$ cat src/rtl/or_gate.sv
// ---------------------------------------------------------------------------
// or_gate : registered bitwise-OR slice of the 16-bit ALU.
//
// On a clock edge with in_valid=1, this block registers four values:
//   - the bitwise OR a|b
//   - a one-bit "any bit set" summary
//   - a zero flag
//   - the population count of a|b
// Latency is one cycle and throughput is one operation per cycle.
// There is no backpressure.
//
// Ports
//   clk          in   1      rising-edge clock
//   rst          in   1      asynchronous reset, active-high
//   in_valid     in   1      operands a/b valid this cycle
//   a, b         in   WIDTH  operands
//   out_valid    out  1      registered outputs were updated on the last edge
//   result       out  WIDTH  registered a|b
//   gate_output  out  1      registered |(a|b)
//   zero         out  1      registered ~|(a|b)
//   ones_count   out  CNT_W  registered popcount(a|b)
// ---------------------------------------------------------------------------
module or_gate #(
  parameter int WIDTH = 16,
  parameter int CNT_W = $clog2(WIDTH + 1)
) (
  input  logic             clk,
  input  logic             rst,
  input  logic             in_valid,
  input  logic [WIDTH-1:0] a,
  input  logic [WIDTH-1:0] b,
  output logic             out_valid,
  output logic [WIDTH-1:0] result,
  output logic             gate_output,
  output logic             zero,
  output logic [CNT_W-1:0] ones_count
);

  // The popcount tree is padded up to a power of two.
  // Leaves beyond WIDTH are tied to zero.
  localparam int LEVELS = $clog2(WIDTH);
  localparam int PAD    = 1 << LEVELS;

  logic [WIDTH-1:0] w_or;
  logic [CNT_W-1:0] w_popcount;

  logic             r_out_valid;
  logic [WIDTH-1:0] r_result;
  logic             r_gate_output;
  logic             r_zero;
  logic [CNT_W-1:0] r_ones_count;

  assign w_or = a | b;

  // Balanced adder tree.
  // Each level has its own node array, so no net feeds back into itself.
  // A node never exceeds WIDTH, so CNT_W bits are enough at every level.
  genvar gl, gi;
  generate
    for (gl = 0; gl <= LEVELS; gl++) begin : g_lvl
      localparam int N = PAD >> gl;
      logic [CNT_W-1:0] w_node [N];
      for (gi = 0; gi < N; gi++) begin : g_node
        if (gl == 0) begin : g_leaf
          if (gi < WIDTH) begin : g_bit
            assign w_node[gi] = CNT_W'(w_or[gi]);
          end else begin : g_pad
            assign w_node[gi] = '0;
          end
        end else begin : g_add
          assign w_node[gi] = g_lvl[gl-1].w_node[2*gi] + g_lvl[gl-1].w_node[2*gi+1];
        end
      end
    end
  endgenerate

  assign w_popcount = g_lvl[LEVELS].w_node[0];

  // The payload registers load only when in_valid=1.
  // Garbage or X on a/b during idle cycles therefore never reaches state.
  always_ff @(posedge clk or posedge rst) begin
    if (rst) begin
      r_out_valid   <= 1'b0;
      r_result      <= '0;
      r_gate_output <= 1'b0;
      r_zero        <= 1'b0;
      r_ones_count  <= '0;
    end else begin
      r_out_valid <= in_valid;
      if (in_valid) begin
        r_result      <= w_or;
        r_gate_output <= |w_or;
        r_zero        <= ~|w_or;
        r_ones_count  <= w_popcount;
      end
    end
  end

  assign out_valid   = r_out_valid;
  assign result      = r_result;
  assign gate_output = r_gate_output;
  assign zero        = r_zero;
  assign ones_count  = r_ones_count;

endmodule

$ cat config.mk
export PLATFORM = sky130hd
export DESIGN_NAME = or_gate
export DESIGN_NICKNAME = d
export VERILOG_FILES = /design/src/rtl/or_gate.sv
export SDC_FILE = /design/constraint.sdc
export NUM_CORES = 1
export LEC_CHECK = 0
export ABC_CLOCK_PERIOD_IN_PS = 1500
export CAP_MARGIN = 5
export CORE_UTILIZATION = 40
export CTS_CLUSTER_DIAMETER = 80
export DETAILED_ROUTE_END_ITERATION = 12
export GPL_TIMING_DRIVEN = 0
export PLACE_DENSITY = 0.76
export SLEW_MARGIN = 40
export SYNTH_ARGS = -nofsm -noshare
export SYNTH_HDL_FRONTEND = slang
export SYNTH_SLANG_ARGS = --single-unit
$ cat constraint.sdc
create_clock -name clk -period 1.5 [get_ports clk]
set_input_delay 0.225 -clock clk [delete_from_list [all_inputs] [get_ports clk]]
set_output_delay 0.225 -clock clk [all_outputs]
set_load 0.05 [all_outputs]
* Word-level counts from Yosys, hierarchy flattened
Index checks and enable logic that the tools add are counted.
W data, S select, Z words.
** Storage, ports and cells
- Input bits :: 35
- Flip-flop bits (word level) :: 24
- Word-level logic and storage cells :: 23
** Cells by class
- Bitwise gates (word level) :: 1
- Reduce and logical (&&, ||, !) cells :: 2
- Add/subtract/negate cells :: 15
** Operators by type and width (number)
- $add A1 B1 Y2 :: 8
- $or A16 B16 Y16 :: 1
- $reduce_or A16 Y1 :: 1
- $add A2 B2 Y3 :: 4
- $add A3 B3 Y4 :: 2
- $add A4 B4 Y5 :: 1
- $logic_not A1 Y1 :: 1

* Depth between registers and ports, before layout
- Word-level depth :: 5
- Gate-level depth with buffers :: 14
- Mapped depth without buffers :: 14

* Worst setup path after synthesis
OpenSTA, ideal clock, no wires.
- Path kind :: input -> register
- Start point :: input b[3]
- End point :: register r_ones_count[2] (netlist: ones_count[2])
- Arrival :: 3521 ps
- Buffers on the path :: 0
- Cell stages on the path :: 12
- Path slack :: -2146 ps
- Data required time :: 1375 ps
- Library setup time :: 125 ps
- Cell sequence :: or2_2 > fa_1 > inv_1 > fa_1 > fa_1 > inv_1 > fa_1 > ha_1 > inv_1 > fa_1 > xnor2_1 > mux2_2
** On the way
- Word-level cells in the longest chain between the ends :: 5
** RTL lines
- start: declaration :: line 31 : input logic [WIDTH-1:0] b,
- $or A16 B16 Y16 :: line 53 : assign w_or = a | b;
- $add A1 B1 Y2 :: line 71 : assign w_node[gi] = g_lvl[gl-1].w_node[2*gi] + g_lvl[gl-1].w_node[2*gi+1];
- $add A2 B2 Y3 :: line 71
- $add A3 B3 Y4 :: line 71
- $add A4 B4 Y5 :: line 71
- end signal: assignment :: line 94 : r_ones_count <= w_popcount;
- end: declaration :: line 51 : logic [CNT_W-1:0] r_ones_count;
Every way passes these cells.
A chain may end at the register's enable or synchronous reset.

* Worst setup path in the final report
- Start point :: input a[13]
- End point :: register r_ones_count[2] (netlist: ones_count[2])
** On the way
- Word-level cells in the longest chain between the ends :: 5
** RTL lines
- start: declaration :: line 30 : input logic [WIDTH-1:0] a,
- $or A16 B16 Y16 :: line 53
- net w_or[13] :: line 44 : logic [WIDTH-1:0] w_or;
- $add A1 B1 Y2 :: line 71
- $add A2 B2 Y3 :: line 71
- $add A3 B3 Y4 :: line 71
- $add A4 B4 Y5 :: line 71
The timed path passes the listed nets, and every way through them passes these cells.

==> load_flow_metrics.sql <==
INSERT INTO impl_metrics (metric_group, metric, value, unit) VALUES
('timing', 'setup_violations', '5', ''),
('clock_network', 'h-tree-depth', '1', ''),
('synthesis', 'synth.yosys.seq_area_share', '0.427', ''),
('synthesis', 'synth_top_cell_by_area', 'dfrtp_1', ''),
('grt', 'grt_max_degree', '25', ''),
('setup_path', 'series_of_cell_instances_along_the_critical_path', 'buf_6 -> or2_4 -> fa_1 -> fa_1 -> inv_2 -> fa_1 -> inv_2 -> fa_1 -> ha_4 -> inv_2 -> fa_2 -> xnor2_2 -> mux2_4', ''),
('timing', 'setup_total_negative_slack', '-8.58', 'ns'),
('setup_path', 'path_class', 'primary input to flop', ''),
('floorplan', 'design.portCount', '59', ''),
('timing', 'final.min_clock_period', '3.43', 'ns'),
('setup_path', 'required', '1.71', 'ns'),
('route', 'detail_route.drc_violations', '0', ''),
('timing', 'max_slew_vio_count', '0', ''),
('timing', 'grt_setup_unrepaired', 'yes', ''),
('power_and_ir_drop', 'combinationalPowerShare', '0.558', ''),
('power_and_ir_drop', 'worst_ir_drop_vdd', '0.000818', 'V'),
('layout', 'antenna_cells', '0', ''),
('setup_path', 'crit-reg2reg-capture', 'ones_count[3]', ''),
('synthesis', 'synth_cell_types', '23', ''),
('synthesis', 'netlist_area', '1410', 'µm²'),
('setup_path', 'critical_path_buf_inv_count', '4', ''),
('timing', 'timing.max_slew.rel_slack', '0.657', ''),
('place', 'port_buffers', '58', ''),
('power_and_ir_drop', 'p_leak', '0.000896', 'µW'),
('synthesis', 'postSynthCellCount', '124', ''),
('power_and_ir_drop', 'netSwitchingFraction', '0.418', ''),
('setup_path', 'endpoint_kind', 'flop', ''),
('power_and_ir_drop', 'internal-power', '1500', 'µW'),
('floorplan', 'core-area', '3360', 'µm²'),
('power_and_ir_drop', 'power_per_cell_area', '1250', 'nW/µm²'),
('grt', 'grt_pass1_vias', '1214', ''),
('synthesis', 'synth_top_family_by_area', 'adder cells', ''),
('grt', 'grt.total_usage', '0.196', ''),
('clock_network', 'clock_insertion_delay_worst_skew', '0.31', 'ns'),
('synthesis', 'yosys.area_share.xor_xnor', '0.00623', ''),
('clock_network', 'cts_hold_buffers', '0', ''),
('layout', 'drive_gt1_frac', '0.339', ''),
('synthesis', 'yosysWarningCount', '0', ''),
('floorplan', 'die_h', '61.3', 'µm'),
('status', 'run_status', 'complete, but fails checks', ''),
('flow_run', 'max-cap-violations', '0', ''),
('floorplan', 'fp.dieW', '61.3', 'µm'),
('power_and_ir_drop', 'pwr-share-clk', '0.130', ''),
('setup_path', 'critical-path-slowest-cell', 'fa_1', ''),
('status', 'violations', 'setup timing', ''),
('synthesis', 'synth_top_area_share', '0.427', ''),
('clock_network', 'cts.sinks', '24', ''),
('layout', 'fin_area', '2060', 'µm²'),
('setup_path', 'r2r.worst_path.cells', '3', ''),
('route', 'total_number_of_vias', '1153', ''),
('synthesis', 'synth-compound-area-share', '0.0561', ''),
('setup_path', 'critPathMostFrequentCell', 'fa_1', ''),
('clock_network', 'clockRootBuffer', 'clkbuf_4', ''),
('timing', 'final.setup.worst_slack', '-1.93', 'ns'),
('route', 'wl_per_cell', '13.9', 'µm'),
('synthesis', 'adder_and_majority_gate_portion_of_the_synthesized_area', '0.196', ''),
('timing', 'fin_crit_sh', '2.29', ''),
('timing', 'finalHoldViolCount', '0', ''),
('clock_network', 'tritoncts.num_buffers', '3', ''),
('grt', 'grt_remaining_overflow', '0', ''),
('grt', 'antenna_found_initial', '0', ''),
('synthesis', 'postSynthNetCount', '175', ''),
('setup_path', 'crit_family', 'adder cells', ''),
('place', 'place.gp.congestion', '0.796', ''),
('floorplan', 'start_util', '0.418', ''),
('clock_network', 'max-clock-path-buffers', '2', ''),
('route', 'dr.pass1.iters', '4', ''),
('power_and_ir_drop', 'p_seq_frac', '0.311', ''),
('place', 'detailedPlacementHpwl', '2.70', 'mm'),
('synthesis', 'yosys_register_bits', '24', ''),
('synthesis', 'syn_area_cell', '11.3', 'µm²');
[flip-flops by register name, summed over array words and instances, names as in the netlist]
signal / cells
result: 16
ones_count: 5
gate_output: 1
out_valid: 1
zero: 1
[area by class of cell]
class | count | area, µm²
fillers | 302 | 1300
multi-input cells | 80 | 776
flip-flops and latches | 24 | 601
repair buffers | 61 | 500
inverters | 17 | 63.8
well taps | 46 | 57.6
clock buffers | 4 | 36.3
plain buffers | 3 | 26.3
[worst min-delay path by stage]
stage | start | end | slack, ns | depth (start not counted)
after floorplan | rst | gate_output | 0.24 | 1
after detailed placement | result[10] | result[10] | 0.50 | 1
after global routing | a[7] | result[7] | 0.25 | 3
after global placement | gate_output | gate_output | 0.49 | 1
final | a[13] | zero | 0.23 | 4
after CTS | a[7] | zero | 0.23 | 4
[worst min-delay path: cells and delay by family]
family / cells / cell delay, ns
buffers and inverters: 1 / 0.07
AO/OA/AOI/OAI: 1 / 0.08
AND/OR/NAND/NOR: 2 / 0.14
[cells by family (layout without fill, tap and decap cells)]
group / Yosys count / after routing
simple gates: 37 / 37
buf+inv: 20 / 85
compound gates: 13 / 13
xor+xnor: 1 / 1
flops: 24 / 24
fa+ha+maj: 16 / 16
mux: 13 / 13
[placed cells by master (no fill, tap or decap), drive strengths merged]
master and instances:
dfrtp 24, o22a 1, nor2b 3, a211o 1, nor2 11, clkdlybuf4s15 4
nand2 1, nor4 6, buf 24, dlygate4sd2 20, nand4 2, ha 6
clkdlybuf4s50 16, or2 11, inv 17, o21ai 1, o211ai 1, mux2 13
and4bb 1, a21oi 7, clkbuf 4, nand3 2, a21o 1, xnor2 1
o22ai 1, fa 10
[synthesized netlist by cell type]
master	instances
nand3_1	2
o21ai_0	1
nor2_1	11
a21o_1	1
nor2b_1	3
a211o_1	1
o211ai_1	1
o22ai_1	1
mux2_2	13
ha_1	6
nor4_1	6
and4bb_1	1
nand4_1	2
buf_4	2
o22a_1	1
xnor2_1	1
a21oi_1	7
fa_1	10
dfrtp_1	24
or2_2	11
nand2_1	1
inv_1	17
buf_6	1
[stage by stage]
| step | utilization | hold slack (ns) | setup WS (ns) | cells |
|---|---|---|---|---|
| 4_1_cts | 0.609 | 0.233 | -1.95 | 235 |
| 2_1_floorplan | - | 0.240 | -2.07 | 124 |
| 5_1_grt | 0.613 | 0.247 | -2.01 | 235 |
| 3_3_place_gp | 0.616 | 0.490 | -2.60 | 228 |
| 6_report | 0.613 | 0.235 | -1.93 | 235 |
| 3_5_place_dp | 0.616 | 0.497 | -2.68 | 228 |
[power groups by stage]
stage,registers (µW),clock network (µW),logic (µW)
after global placement,818,0,1400
after floorplan,1190,0,606
after detailed placement,820,0,1430
after global routing,817,376,1600
after CTS,805,359,1450
final,803,336,1440
[routing by layer]
layer	vias to the layer above	wire length, µm	global-route usage
li1	546	-	-
met1	556	1400	0.249
met2	43	1630	0.334
met3	8	175	0.0252
met4	0	66	0.0877
met5	-	0	0
[repair_timing]
| action | in CTS | in global routing |
|---|---|---|
| resized for setup | 107 | 6 |
| setup endpoints to repair | 29 | 9 |
| pin swaps | 19 | 8 |
| hold endpoints to repair | 0 | 0 |
| buffers inserted | 3 | 0 |
No activity file was read; power rests on OpenSTA's default activity.
==> RTL edit 1, RTL diff (same settings) <==
Put one more register stage on the output `ones_count`, with the module's reset. The value now appears one clock later. The other outputs are not delayed to match. Comments in the files are not updated.
--- a/src/rtl/or_gate.sv
+++ b/src/rtl/or_gate.sv
@@ -101,5 +101,11 @@
   assign gate_output = r_gate_output;
   assign zero        = r_zero;
-  assign ones_count  = r_ones_count;
+  always_ff @(posedge clk or posedge rst) begin
+    if (rst) begin
+      ones_count <= '0;
+    end else begin
+      ones_count <= r_ones_count;
+    end
+  end
 
 endmodule
Behaviour: not the same (Yosys sat finds a counterexample within 4 cycles, from zero or initial values and one cycle with rst high).
==> RTL edit 1 against the unedited design <==
The run still ends with negative setup slack left; sequential share of layout area rose by 2.8 points; design area rose by 10%; routed wire length rose by 14%; via count rose by 6.0%; maximum frequency fell by 2.0%; power rose by 19%; synthesized cell count rose by 4.0%; global-route usage rose by 1.1 points; cell count rose by 6.8%; sequential cell count rose by 5; area after synthesis rose by 9.3%; setup slack got worse by 0.071 ns; critical endpoint is now r_ones_count[2]; largest power group unchanged.
==> RTL edit 1: results (changes against the unedited design) <==
[synth]
synth_nets=180  ; +2.9%
synth_area_leaders=dfrtp_1 (47%), fa_1 (13%), mux2_2 (9.5%)
synth_compound_area_frac=0.05134  ; -0.004755
synth-xor-area-share=0.005705  ; -0.0005283
synth_mux_area_frac=0.09535  ; -0.008831
synthTopCellsByCount=dfrtp_1 (29), inv_1 (17), mux2_2 (13)
synthAdderAreaFrac=0.1793  ; -0.01660
ys_types=24  ; +4.3%
seq_area_frac_synth=0.4727  ; +0.04527
syn-instance-count=129  ; +4.0%

[pwr]
peakVddDrop_mv=1.046  ; +28%
p_leak_nw=0.9994  ; +12%

[placement]
placed_area_sq_mm=0.002207  ; +6.5%
place_congestion=0.7295  ; -8.3%
hpwl_um=2874  ; +6.3%
pre_cts_ws_ns=-2.667  ; +0.01747 ns

[detailed_routing]
viasPerCell=4.869  ; -0.77%
post_drt_wl_per_cell_um=14.82  ; +6.3%
met2_length_um=1901  ; +16%
route.met3.wl_um=240  ; +37%
drt_iter0_drc=54  ; +39
wl_met1_um=1523  ; +8.9%

[timing]
hold_slack_ns=0.2944  ; +0.05949 ns
setup_ws_ns=-2.002  ; -0.07052 ns
setup_violations=5  ; unchanged
fin_tns_setup_ns=-9.045  ; -0.4683 ns
relSlewSlack=0.5890  ; -0.06836
fin_skew_ns=0.002942  ; +0.002942 ns

[grt]
grt_pass1_vias=1412  ; +16%
grt.met2_usage=0.3617  ; +0.02785
grt_use_total=0.2071  ; +0.01131
grt_pass1_wl_um=6341  ; +21%
met1_usage=0.2474  ; -0.001944
use_met3=0.06250  ; +0.03729

[clock_network]
postCtsSetupRepairBufs=5  ; +2
cts_buffers=5  ; +2
cts_resized=96  ; -10%
cts-htree-levels=2  ; +1
clk_root_buffer_cell=clkbuf_8

[hold_path]
min_from=a[15]

[critical_path]
crit_path_start=b[5]
crit-reg2reg-launch=r_ones_count[3]
rrSetupSlack_ns=0.63  ; -0.04 ns
crit_arrival_ns=3.66  ; +0.02 ns
endpoint=r_ones_count[2]
slowest_delay_ns=0.55  ; +0.03 ns
path_delay_family=adder cells
r2r_end=r_ones_count[3]

[run_status]
violations=negative setup slack
status=finished, violations left

[layout]
fillers=312  ; +3.3%
instances_no_fill=251  ; +6.8%
drive_gt1_frac=0.3547  ; +0.01606

## RTL edit 1: cell types whose count changed after synthesis
cell     unedited run  this run
buf_4               2         1
buf_6               1         2
dfrtp_1            24        29
nor2b_1             3         2
and2b_1             0         1
## RTL edit 1: logic make-up (layout without fill, tap and decap cells)
family,after synthesis,after routing
xor+xnor,1,1
mux,13,13
flops,29,29
compound gates,13,13
buf+inv,20,94
fa+ha+maj,16,16
simple gates,37,37
## RTL edit 1: layout make-up
type / instances / area [sq um] / share of cell area
Timing Repair Buffer: 66 / 539.3 / 0.2375
Clock inverter: 2 / 10.01 / 0.004408
Sequential cell: 29 / 725.7 / 0.3196
Clock buffer: 6 / 72.57 / 0.03196
Tap cell: 48 / 60.06 / 0.02645
Inverter: 17 / 63.81 / 0.02810
Buffer: 3 / 30.03 / 0.01322
Multi-Input combinational cell: 80 / 769.5 / 0.3388
==> RTL edit 2, RTL diff (config.mk and constraints unchanged) <==
Without the edit above. Set the parameter `WIDTH` to 32 (it was 16).
--- a/src/rtl/or_gate.sv
+++ b/src/rtl/or_gate.sv
@@ -22,5 +22,5 @@
 // ---------------------------------------------------------------------------
 module or_gate #(
-  parameter int WIDTH = 16,
+  parameter int WIDTH = 32,
   parameter int CNT_W = $clog2(WIDTH + 1)
 ) (
Ports: changed (resized a, b, ones_count and result); port bits go from 59 to 108. The function was not compared with the original's and may differ.
==> RTL edit 2 against the unedited design <==
The flow still finishes with violations (negative setup slack); design area increased by 86%; routed wire length increased by 100%; setup slack got worse by 1.1 ns; sequential cell count increased by 17; area after synthesis increased by 75%; register-to-register slack improved by 0.06 ns; power increased by 140%; sequential power increased by 68%; die area increased by 73%.
==> RTL edit 2: results (changes against the unedited design) <==
[critical_path]
crit_arrival_ns=4.67  ; +1.03 ns
rrSetupSlack_ns=0.73  ; +0.06 ns
ff2ff_path_depth=1  ; -2
endpoint=ones_count[3]

[synth]
synthTopCellsByCount=nor2_1 (50), dfrtp_1 (41), inv_1 (27)
synth_nets=334  ; +91%
seq_area_frac_synth=0.4165  ; -0.01097
syn-instance-count=235  ; +90%

[pwr]
pwr-share-clk=0.112  ; -0.018
p_int_mw=3.584  ; +140%

[layout]
multi_input_area_sq_mm=0.001459  ; +88%
clkCellAreaFrac=0.02152  ; +0.003912
nNonClkInverters=27  ; +10
nets=458  ; +90%
drive_gt1_frac=0.2833  ; -0.05529
fillers=483  ; +60%
area_delta_synth_final_pct=55.76
comb.multi_input.count=160  ; +100%

[detailed_routing]
viasPerCell=4.855  ; -1.0%
wl_met1_um=2657  ; +90%
met2_length_um=3380  ; +110%

[hold_path]
min_from=b[17]
whs_path_depth=3  ; -1

[clock_network]
cts_buffers=5  ; +2
cts_sinks=41  ; +71%
clk_root_buffer_cell=clkbuf_8

[timing]
setup_ws_ns=-2.987  ; -1.056 ns
fin_tns_setup_ns=-17.00  ; -8.427 ns
setup_violations=8  ; +3
relSlewSlack=0.6525  ; -0.004918
hold_slack_ns=0.2030  ; -0.03190 ns

[placement]
placed_area_sq_mm=0.003692  ; +78%
pre_cts_ws_ns=-3.711  ; -1.027 ns
place_inst=418  ; +83%
place_congestion=0.8084  ; +1.6%
hpwl_um=5235  ; +94%

[grt]
met1_usage=0.2640  ; +0.01465
grt_max_degree=24  ; -4.0%
grt.met2_usage=0.3881  ; +0.05428
grt_use_total=0.2196  ; +0.02377

[run_status]
status=finished, violations left
violations=negative setup slack

[die]
core_sq_mm=0.005921  ; +76%

==> RTL edit 2: cell types whose count changed after synthesis, sizes merged, moves of 4 or more <==
| cell | unedited run | this run |
|---|---|---|
| clkbuf | 0 | 4 |
| fa | 10 | 24 |
| inv | 17 | 27 |
| nor2 | 11 | 50 |
| a21oi | 7 | 25 |
| dfrtp | 24 | 41 |
| nor4 | 6 | 15 |
==> RTL edit 2: timing repair <==
item	4_1_cts	5_1_grt
gates resized for setup	153	34
pin swaps	41	31
cloned	0	0
setup endpoints to repair	68	8
buffers inserted	6	3
==> RTL edit 2: kinds of logic (layout without fill, tap and decap cells) <==
kind of cell,Yosys count,in the layout,share of synthesized area
and+or+nand+nor,82,82,0.1595
DFF,41,41,0.4165
buffers and inverters,34,159,0.05434
adders and majority gates,32,32,0.2357
AOI/OAI and AO/OA,32,32,0.07212
muxes,12,12,0.05485
xor gates and xnor gates,2,2,0.007112
